`src/rtl/target_box_scheduler.sv`:
```
// Frame-synchronous overlay scheduler: round-robin box intake from NUM_REQ detectors,
// area ranking into a top-2 list, and per-frame commit of two persistent overlay slots.
module target_box_scheduler #(
  parameter int NUM_REQ     = 2,
  parameter int HOLD_FRAMES = 8,
  parameter int IMG_HDISP   = 1280,
  parameter int IMG_VDISP   = 720
) (
  input  logic                  clk,
  input  logic                  rst_n,
  input  logic                  per_frame_vsync,
  input  logic [NUM_REQ-1:0]    req_valid,
  input  logic [NUM_REQ*42-1:0] req_box,
  output logic [NUM_REQ-1:0]    req_ready,
  output logic [42:0]           target_pos_out1,
  output logic [42:0]           target_pos_out2,
  output logic                  frame_commit,
  output logic [7:0]            drop_cnt
);
  localparam int unsigned NR   = NUM_REQ;
  localparam int          PW   = (NUM_REQ > 1) ? $clog2(NUM_REQ) : 1;
  localparam logic [11:0] HLIM = 12'(IMG_HDISP);
  localparam logic [10:0] VLIM = 11'(IMG_VDISP);
  localparam logic [7:0]  HOLD = 8'(HOLD_FRAMES);

  typedef enum logic [1:0] {IDLE, COLLECT, DRAIN, COMMIT} state_t;

  state_t       state_q, state_d;
  logic         vs_q, vs_prev_q, rise, fall;
  logic         pend_q, pend_d;
  logic         drain_q, drain_d;
  logic         collect_start;
  logic [PW-1:0] rr_q, rr_d;
  logic [NR-1:0] gnt;
  logic [41:0]  gnt_box;
  logic         found;
  int unsigned  pos;

  logic         s1_v_q, s1_ok;
  logic [41:0]  s1_box_q;
  logic [10:0]  w, h;
  logic [20:0]  area;
  logic         s2_v_q;
  logic [41:0]  s2_box_q;
  logic [20:0]  s2_area_q;

  logic         a_v_q, b_v_q;
  logic [20:0]  a_area_q, b_area_q;
  logic [41:0]  a_box_q, b_box_q;
  logic [7:0]   drop_q;
  logic [42:0]  out1_q, out1_d, out2_q, out2_d;
  logic [7:0]   miss1_q, miss1_d, miss2_q, miss2_d;

  assign rise         = vs_q & ~vs_prev_q;
  assign fall         = ~vs_q & vs_prev_q;
  assign req_ready    = gnt;
  assign frame_commit = (state_q == COMMIT);
  assign drop_cnt     = drop_q;
  assign target_pos_out1 = out1_q;
  assign target_pos_out2 = out2_q;

  // A rise seen while finishing a commit is held so the next frame is not missed.
  always_comb begin
    state_d       = state_q;
    drain_d       = drain_q;
    pend_d        = pend_q;
    collect_start = 1'b0;
    if (rise && (state_q == DRAIN || state_q == COMMIT)) pend_d = 1'b1;
    case (state_q)
      IDLE: begin
        if (rise || pend_q) begin
          state_d       = COLLECT;
          collect_start = 1'b1;
          pend_d        = 1'b0;
        end
      end
      COLLECT: begin
        if (fall) begin
          state_d = DRAIN;
          drain_d = 1'b0;
        end
      end
      DRAIN: begin
        if (drain_q) state_d = COMMIT;
        else         drain_d = 1'b1;
      end
      COMMIT:  state_d = IDLE;
      default: state_d = IDLE;
    endcase
  end

  always_comb begin
    gnt     = '0;
    gnt_box = '0;
    rr_d    = rr_q;
    found   = 1'b0;
    pos     = 0;
    if (state_q == COLLECT) begin
      for (int unsigned k = 0; k < NR; k++) begin
        pos = 32'(rr_q) + k;
        if (pos >= NR) pos = pos - NR;
        for (int unsigned j = 0; j < NR; j++) begin
          if (!found && pos == j && req_valid[j]) begin
            found   = 1'b1;
            gnt[j]  = 1'b1;
            gnt_box = req_box[j*42 +: 42];
            rr_d    = (j == NR - 1) ? '0 : PW'(j + 1);
          end
        end
      end
    end
  end

  always_comb begin
    s1_ok = (s1_box_q[10:0] <= s1_box_q[31:21]) &&
            (s1_box_q[20:11] <= s1_box_q[41:32]) &&
            ({1'b0, s1_box_q[31:21]} < HLIM) &&
            ({1'b0, s1_box_q[41:32]} < VLIM);
    w     = s1_box_q[31:21] - s1_box_q[10:0] + 11'd1;
    h     = {1'b0, s1_box_q[41:32]} - {1'b0, s1_box_q[20:11]} + 11'd1;
    area  = 21'(w) * 21'(h);
  end

  always_comb begin
    out1_d  = out1_q;
    out2_d  = out2_q;
    miss1_d = miss1_q;
    miss2_d = miss2_q;
    if (state_q == COMMIT) begin
      if (a_v_q) begin
        out1_d  = {1'b1, a_box_q};
        miss1_d = '0;
      end else begin
        miss1_d = (miss1_q == 8'hFF) ? miss1_q : miss1_q + 8'd1;
        if (miss1_d >= HOLD) out1_d[42] = 1'b0;
      end
      if (b_v_q) begin
        out2_d  = {1'b1, b_box_q};
        miss2_d = '0;
      end else begin
        miss2_d = (miss2_q == 8'hFF) ? miss2_q : miss2_q + 8'd1;
        if (miss2_d >= HOLD) out2_d[42] = 1'b0;
      end
    end
  end

  always_ff @(posedge clk or negedge rst_n) begin
    if (!rst_n) begin
      state_q   <= IDLE;
      vs_q      <= 1'b1;
      vs_prev_q <= 1'b1;
      pend_q    <= 1'b0;
      drain_q   <= 1'b0;
      rr_q      <= '0;
      s1_v_q    <= 1'b0;
      s1_box_q  <= '0;
      s2_v_q    <= 1'b0;
      s2_box_q  <= '0;
      s2_area_q <= '0;
      a_v_q     <= 1'b0;
      b_v_q     <= 1'b0;
      a_area_q  <= '0;
      b_area_q  <= '0;
      a_box_q   <= '0;
      b_box_q   <= '0;
      drop_q    <= '0;
      out1_q    <= '0;
      out2_q    <= '0;
      miss1_q   <= '0;
      miss2_q   <= '0;
    end else begin
      vs_q      <= per_frame_vsync;
      vs_prev_q <= vs_q;
      state_q   <= state_d;
      pend_q    <= pend_d;
      drain_q   <= drain_d;
      rr_q      <= rr_d;
      s1_v_q    <= |gnt;
      s1_box_q  <= gnt_box;
      s2_v_q    <= s1_v_q & s1_ok;
      s2_box_q  <= s1_box_q;
      s2_area_q <= area;
      if (collect_start) drop_q <= '0;
      else if (s1_v_q && !s1_ok && drop_q != 8'hFF) drop_q <= drop_q + 8'd1;
      // Strict compares keep the earlier box ranked higher on equal area.
      if (collect_start) begin
        a_v_q <= 1'b0;
        b_v_q <= 1'b0;
      end else if (s2_v_q) begin
        if (!a_v_q || s2_area_q > a_area_q) begin
          b_v_q    <= a_v_q;
          b_area_q <= a_area_q;
          b_box_q  <= a_box_q;
          a_v_q    <= 1'b1;
          a_area_q <= s2_area_q;
          a_box_q  <= s2_box_q;
        end else if (!b_v_q || s2_area_q > b_area_q) begin
          b_v_q    <= 1'b1;
          b_area_q <= s2_area_q;
          b_box_q  <= s2_box_q;
        end
      end
      out1_q  <= out1_d;
      out2_q  <= out2_d;
      miss1_q <= miss1_d;
      miss2_q <= miss2_d;
    end
  end
endmodule

```
`config.mk`:
```
export PLATFORM = sky130hd
export DESIGN_NAME = target_box_scheduler
export DESIGN_NICKNAME = d
export VERILOG_FILES = /design/src/rtl/target_box_scheduler.sv
export SDC_FILE = /design/constraint.sdc
export NUM_CORES = 1
export LEC_CHECK = 0
export CORE_UTILIZATION = 45
export CTS_CLUSTER_DIAMETER = 50
export DETAILED_ROUTE_END_ITERATION = 12
export DONT_BUFFER_PORTS = 1
export HOLD_SLACK_MARGIN = 0.08
export PLACE_DENSITY = 0.58
export SKIP_LAST_GASP = 1
export SYNTH_ARGS = -nofsm -noshare
export SYNTH_HDL_FRONTEND = slang
export SYNTH_SLANG_ARGS = --single-unit
```
`constraint.sdc`:
```
create_clock -name clk -period 15 [get_ports clk]
set_input_delay 3.75 -clock clk [delete_from_list [all_inputs] [get_ports clk]]
set_output_delay 3.75 -clock clk [all_outputs]
set_load 0.01 [all_outputs]
```
# == After elaboration in Yosys (flattened, before gate mapping) ==
# Index checks and enable logic that the tools add are counted.
# op_classes
n_addsub,10
multipliers,1
magnitude_cmp,10
n_eq_ne,11
n_mux,55
bitwise,6
n_reduce_logical,47
# op_table
cell,count
two-way mux 42 bit,7
two-way mux 32 bit,4
== test 32 x 1 -> 1 bit (second input constant),2
zero test 32 bit,2
two-way mux 8 bit,6
> comparator 21 bit,2
two-way mux 21 bit,2
two-way mux 1 bit,30
adder 8 x 1 -> 8 bit (second input constant),3
adder 11 x 1 -> 11 bit (second input constant),2
multiplier 11 x 11 -> 21 bit,1
== test 8 bit (second input constant),2
>= comparator 8 x 4 -> 1 bit (second input constant),2
AND reduction 2 bit,8
nonzero test 2 bit,7
logical AND 1 bit,13
less-or-equal comparator 11 bit,1
< comparator 11 bit (second input constant),1
subtractor 10 x 10 -> 11 bit,1
subtractor 11 bit,1
less-or-equal comparator 10 bit,1
< comparator 10 bit (second input constant),1
AND reduction 3 bit,3
two-way mux 2 bit,4
other kinds (19),34
# word_totals
ff_bits,352
in_bits,89
out_inout_bits,97
word_cells,164

# == Logic depth before layout (Yosys ltp) ==
# Gate-level depths: netlist of run 1.
# logic_depth
depth_word,23
mapped_depth,32
ltp_nobuf,31

# == Worst setup path before layout of run 1 ==
# No wires, ideal clock.
# synth_path
path_kind,input -> output
from,input port req_valid[1]
to,output port req_ready[1]
arrival_ns,4.458
required_time_ns,11.250
setup_slack_ns,6.792
path_stages,3
path_buffers,1
cell_sequence,nand2_1 -> a21oi_1 -> clkbuf_1
# synth_between
elab_chain_cells,13
elab_cells_between_ends,14
cone_classes,mux (7); reduce/logical (7)
# synth_rtl
item,line,source
from (decl),12,"input logic [NUM_REQ-1:0] req_valid,"
logical AND 1 bit,103,if (!found && pos == j && req_valid[j]) begin
two-way mux 1 bit,103,
two-way mux 1 bit,98,if (state_q == COLLECT) begin
zero test 1 bit,103,
logical AND 1 bit (2 in a row),103,
two-way mux 1 bit,103,
two-way mux 1 bit,98,
zero test 1 bit,103,
logical AND 1 bit (2 in a row),103,
two-way mux 1 bit *,103,
two-way mux 2 bit *,98,
to (decl),14,"output logic [NUM_REQ-1:0] req_ready,"
# Mark *: on every way between the ends. The rest lies on a longest branch, timed or not. The select of a mux whose other input is x is not followed.

# == Final worst setup path of run 1 ==
# Same ends and word-level chain as after synthesis.

==> results of run 1 <==
## metrics by stage
stage	instances	utilization	cell area (um^2)	setup slack, ps	hold slack [ps]
2_1_floorplan	1904	-	20500	6790	354
3_3_place_gp	2432	0.471	21000	7050	360
3_5_place_dp	2432	0.471	21000	7040	363
4_1_cts	2510	0.504	22500	7030	377
5_1_grt	2511	0.504	22500	6690	381
6_report	2511	0.504	22500	7040	374
## path summary, 6_finish.rpt
path / startpoint / end / slack [ps] / cells after the start
min in group asynchronous: rst_n / state_q[1] / 2910 / 0
min: s1_box_q[22] / s2_box_q[22] / 370 / 0
max reg2reg: s1_box_q[33] / s2_area_q[20] / 7260 / 30
max in group asynchronous: rst_n / s2_box_q[14] / 11460 / 0
min reg2reg: s1_box_q[22] / s2_box_q[22] / 370 / 0
max: req_valid[1] / req_ready[1] / 7040 / 3
## metal layers
| metal | wire length [um] | up-vias |
|---|---|---|
| met5 | 26 | - |
| met4 | 676 | 4 |
| met3 | 2540 | 50 |
| met2 | 21800 | 294 |
| met1 | 22000 | 6856 |
| li1 | - | 6399 |
## cell usage in the layout (no fill, tap or decap), types with 42 or more instances in the layout
cell,instances
clkbuf_16,45
nand3_1,67
inv_1,320
fa_1,83
a22o_1,42
ha_1,161
mux2_2,107
dfrtp_1,350
nand2_1,127
a21oi_1,62
o21ai_0,76
nor2_1,66
o221ai_2,60
## final cells by class
type	count	area (um^2)
multi-input cells	1150	10100
clock buffers	57	1230
flip-flops and latches	352	8810
clock inverters	21	239
repair buffers	18	135
well taps	592	741
diodes	1	2.50
fillers	3983	22100
inverters	320	1200
## synthesized netlist by cell type (22+ instances only)
master / number
nand3_1: 67
a21oi_1: 65
o221ai_2: 60
inv_1: 320
a21o_1: 23
nand2_1: 130
nand3b_1: 22
and2_1: 28
fa_1: 83
xnor2_1: 26
o21ai_0: 76
a22o_1: 42
dfrtp_1: 350
ha_1: 161
clkbuf_1: 56
nor2_1: 66
mux2_2: 107
## logic make-up (layout without fill, tap and decap cells)
family                     Yosys count  in the layout
other                                0              1
buffers and inverters              402            416
and+or+nand+nor                    412            412
adders and majority gates          244            244
xor gates and xnor gates            43             43
DFF                                352            352
AOI/OAI and AO/OA                  340            340
muxes                              111            111
## state kept, by name, indices dropped and copies added, names as in the netlist, 2 cells and up
| name | count |
|---|---|
| target_pos_out1 | 43 |
| target_pos_out2 | 43 |
| a_box_q | 42 |
| b_box_q | 42 |
| s1_box_q | 42 |
| s2_box_q | 42 |
| a_area_q | 21 |
| b_area_q | 21 |
| s2_area_q | 21 |
| drop_cnt | 8 |
| miss1_q | 8 |
| miss2_q | 8 |
| state_q | 2 |
==> out/metrics.csv, run 1 <==
metric;value;unit
status;completed;
Max Cap Viol;0;
Post-CTS Setup Bufs;0;
most used routing layer in global routing;met2;
Synth-to-Final Area Change;9.83;%
Worst Path Required;11250;ps
Async S/R FF share, synth;1.00;
Compound-Gate Fraction of Synth Area;0.134;
Crit Path Class;primary input to output pin;
# H-tree levels;2;
Yosys reg bits;352;
Worst Path Buf+Inv;1;
antenna violations before repair;4;
register area share after synthesis;0.430;
post-route clock period utilization;0.531;
Fin. Hold Viols;0;
number of cell rows;77;
DR vias/cell;5.42;
critical path's slowest cell;buf_4;
Tightest Pin Transition;1160;ps
largest net degree at the start of global routing;353;
CP max FO;4;
Clock Latency Late Sink;560;ps
minimum clock period;7960;ps
fraction of synthesized cell area in xor and xnor cells;0.0184;
syn_nets;2237;
Initial Utilization;0.459;
root buf cell;clkbuf_16;
CTS clock-pin slew for the worst setup and hold paths;60;ps
clk buf depth;3;
critical path arrival;4210;ps
Yosys top cell area share;0.427;
total clock sinks;352;
antenna violation net count after detailed routing;0;
Synth Area in Adders;0.179;
IO Count;186;
post-cts resize count;0;
CP cell instances;nand2_1 -> a21oi_4 -> buf_4;
Iteration-0 DRC Markers;1046;
area share of and/or/nand/nor cells after synthesis;0.0993;
GRT Util Overall;0.207;
skew final;23.9;ps
via count;13600;
vias in the first global route;13500;
Fin Setup TNS;0;ps
IO buf count;0;
critical path endpoint category;output pin;
DRT Wirelength;47.0;mm
CP delay by family, top;buffers and inverters;
Slew headroom;0.222;
Die W;215;um
largest cells by area after synthesis;dfrtp_1 43%, ha_1 9.8%, fa_1 8.1%, mux2_2 5.9%, inv_1 5.9%;
total die area;0.0464;mm^2
max-slew violations;0;
drt wl/cell;18.7;um
RSZ-0062 raised after global routing;no;
largest family of logic cells by synthesized area;adder cells;
Post-Syn Area;0.0205;mm^2
GP Congestion;0.877;
top cell type by total area after synthesis;dfrtp_1;
Synth Flop Type;dfrtp_1;
fin nets;2218;
layout cells sized above 1;0.144;
Max Fclk;0.126;GHz
hold crit path type;flip-flop to flip-flop;
synth unique cells;63;
hold_buf cts;0;
final setup fails;0;
core area;0.0446;mm^2
CTS tree;yes;
Ys Warns;0;
EDFF count, synth;0;
cell count after synthesis;1904;
die height;215;um
DRT Pass-1 Iters;5;
GR Util met1;0.296;
CP max stage delay;240;ps
Avg Inst Size Synth;10.8;um^2
CP Launch Type;primary input;
DRC Markers;0;
grt ovf;0;
met2 Usage GRT;0.324;
post-synthesis mux area share;0.0608;
first-pass GRT wire length;75.2;mm
Detailed Place HPWL;33.9;mm
cts bufs inserted;43;
met3 Use GR;0.0399;
Power of run 1 is not shown: default switching activity piles up to over one toggle a cycle in this logic, so the estimate is an artifact.
==> run 2, diff against run 1 <==
==> constraint.sdc (replaced) <==
create_clock -name clk -period 7.5 [get_ports clk]
set_input_delay 1.875 -clock clk [delete_from_list [all_inputs] [get_ports clk]]
set_output_delay 1.875 -clock clk [all_outputs]
set_load 0.01 [all_outputs]
==> run 2 against run 1 <==
Against the previous run: critical path depth increased by 25; die area unchanged; clock skew increased by 4.0 ps; critical endpoint is now s2_area_q[19]; hold slack got worse by 2.6 ps; first-iteration DRC count decreased by 15%; critical path type is now flip-flop to flip-flop; core utilization increased by 0.25 points; sequential cell count unchanged; highest routed layer unchanged; register-to-register slack got worse by 6900 ps.
==> out/metrics.csv, run 2 (synthesis results as in run 1) <==
metric;value;unit
Initial Utilization;0.459;
multi-input logic area;0.0102;mm^2
fin nets;2234;
antenna violation net count after detailed routing;0;
layout cells sized above 1;0.152;
dpl cells;2449;
post-cts resize count;0;
clk buf depth;3;
total die area;0.0464;mm^2
leading cell types in the layout, fill and taps excluded;350 x dfrtp_1, 320 x inv_1, 161 x ha_1;
Tightest Pin Transition;1200;ps
CTS clock-pin slew for the worst setup and hold paths;60;ps
IO Count;186;
Detailed Place HPWL;35.2;mm
IO buf count;0;
post-route clock period utilization;0.948;
core area;0.0446;mm^2
die height;215;um
CP max FO;4;
Fillers;3995;
root buf cell;clkbuf_16;
CTS tree;yes;
CP Launch Type;flip-flop;
DR vias/cell;5.35;
largest net degree at the start of global routing;353;
DRT Pass-1 Iters;5;
skew final;28.0;ps
hold crit path type;flip-flop to flip-flop;
DRT Wirelength;48.6;mm
Worst Path Required;7920;ps
DRC Markers;0;
CP delay by family, top;adder cells;
Slew headroom;0.203;
Iteration-0 DRC Markers;889;
status;completed;
GP Congestion;0.885;
cts bufs inserted;42;
sequential cell area;0.00881;mm^2
max-slew violations;0;
total clock sinks;352;
Max Cap Viol;0;
# H-tree levels;2;
minimum clock period;7110;ps
grt ovf;0;
antenna violations before repair;6;
drt wl/cell;19.3;um
hold_buf cts;0;
GRT Util Overall;0.213;
Crit Path Class;flip-flop to flip-flop;
Post-CTS Setup Bufs;0;
via count;13500;
vias in the first global route;13700;
critical path's slowest cell;fa_1;
critical path endpoint category;flip-flop;
Die W;215;um
Synth-to-Final Area Change;10.4;%
Worst Path Buf+Inv;6;
Max Fclk;0.141;GHz
Fin. Hold Viols;0;
number of cell rows;77;
first-pass GRT wire length;77.3;mm
final setup fails;0;
Non-Filler Instances;2522;
Clock Latency Late Sink;570;ps
CP max stage delay;550;ps
most common cell after layout, fill and taps aside;dfrtp_1;
Worst Hold Slack;372;ps
critical path arrival;7540;ps
## run 2: changes by cell type in the layout (fill, tap and decap cells not counted), sizes merged
| cell | change |
|---|---|
| inv | -1 |
| clkbuf | +2 |
| buf | +17 |
| clkinv | -8 |
| bufinv | +1 |
## run 2: worst register-to-register path: cells and delay by family, from the launching register on
family                   cells  cell delay, ps
AO/OA/AOI/OAI               10            2040
XOR/XNOR                     1             190
adder cells (fa/ha/maj)      9            3730
buffers and inverters        6             370
flip-flops                   1             380
AND/OR/NAND/NOR              2             260
## run 2: final timing paths
kind	start	to	slack [ps]	cells past startpoint
min reg2reg	s1_box_q[22]	s2_box_q[22]	370	0
max	s1_box_q[33]	s2_area_q[19]	390	28
min	s1_box_q[22]	s2_box_q[22]	370	0
max in group asynchronous	rst_n	s2_box_q[38]	5690	0
min in group asynchronous	rst_n	state_q[1]	1030	0
max reg2reg	s1_box_q[33]	s2_area_q[19]	390	28
## run 2: layout make-up
type | count | share of cell area
inverter | 320 | 0.0531
multi-input combinational | 1150 | 0.452
clock inverter | 13 | 0.00863
timing repair buffer | 35 | 0.0116
tap | 592 | 0.0328
antenna | 1 | 0.000111
sequential | 352 | 0.390
clock buffer | 59 | 0.0525
## run 2: metrics by stage
step | instance area, um^2 | util | TNS, ps | setup WS (ps)
2_1_floorplan | 20500 | - | 0 | 335
3_3_place_gp | 21200 | 0.474 | 0 | 196
3_5_place_dp | 21200 | 0.474 | 0 | 60.7
4_1_cts | 22500 | 0.505 | 0 | 14.1
5_1_grt | 22600 | 0.507 | -29.9 | -15.9
6_report | 22600 | 0.507 | 0 | 389
## run 2: routing by layer
metal | vias to the layer above | wire length, um | global-route usage
met3 | 54 | 2710 | 0.0451
met5 | - | 12 | 0
li1 | 6415 | - | -
met2 | 278 | 22700 | 0.338
met1 | 6735 | 22400 | 0.298
met4 | 2 | 786 | 0.0511
Power of run 2 is left out for the same reason.
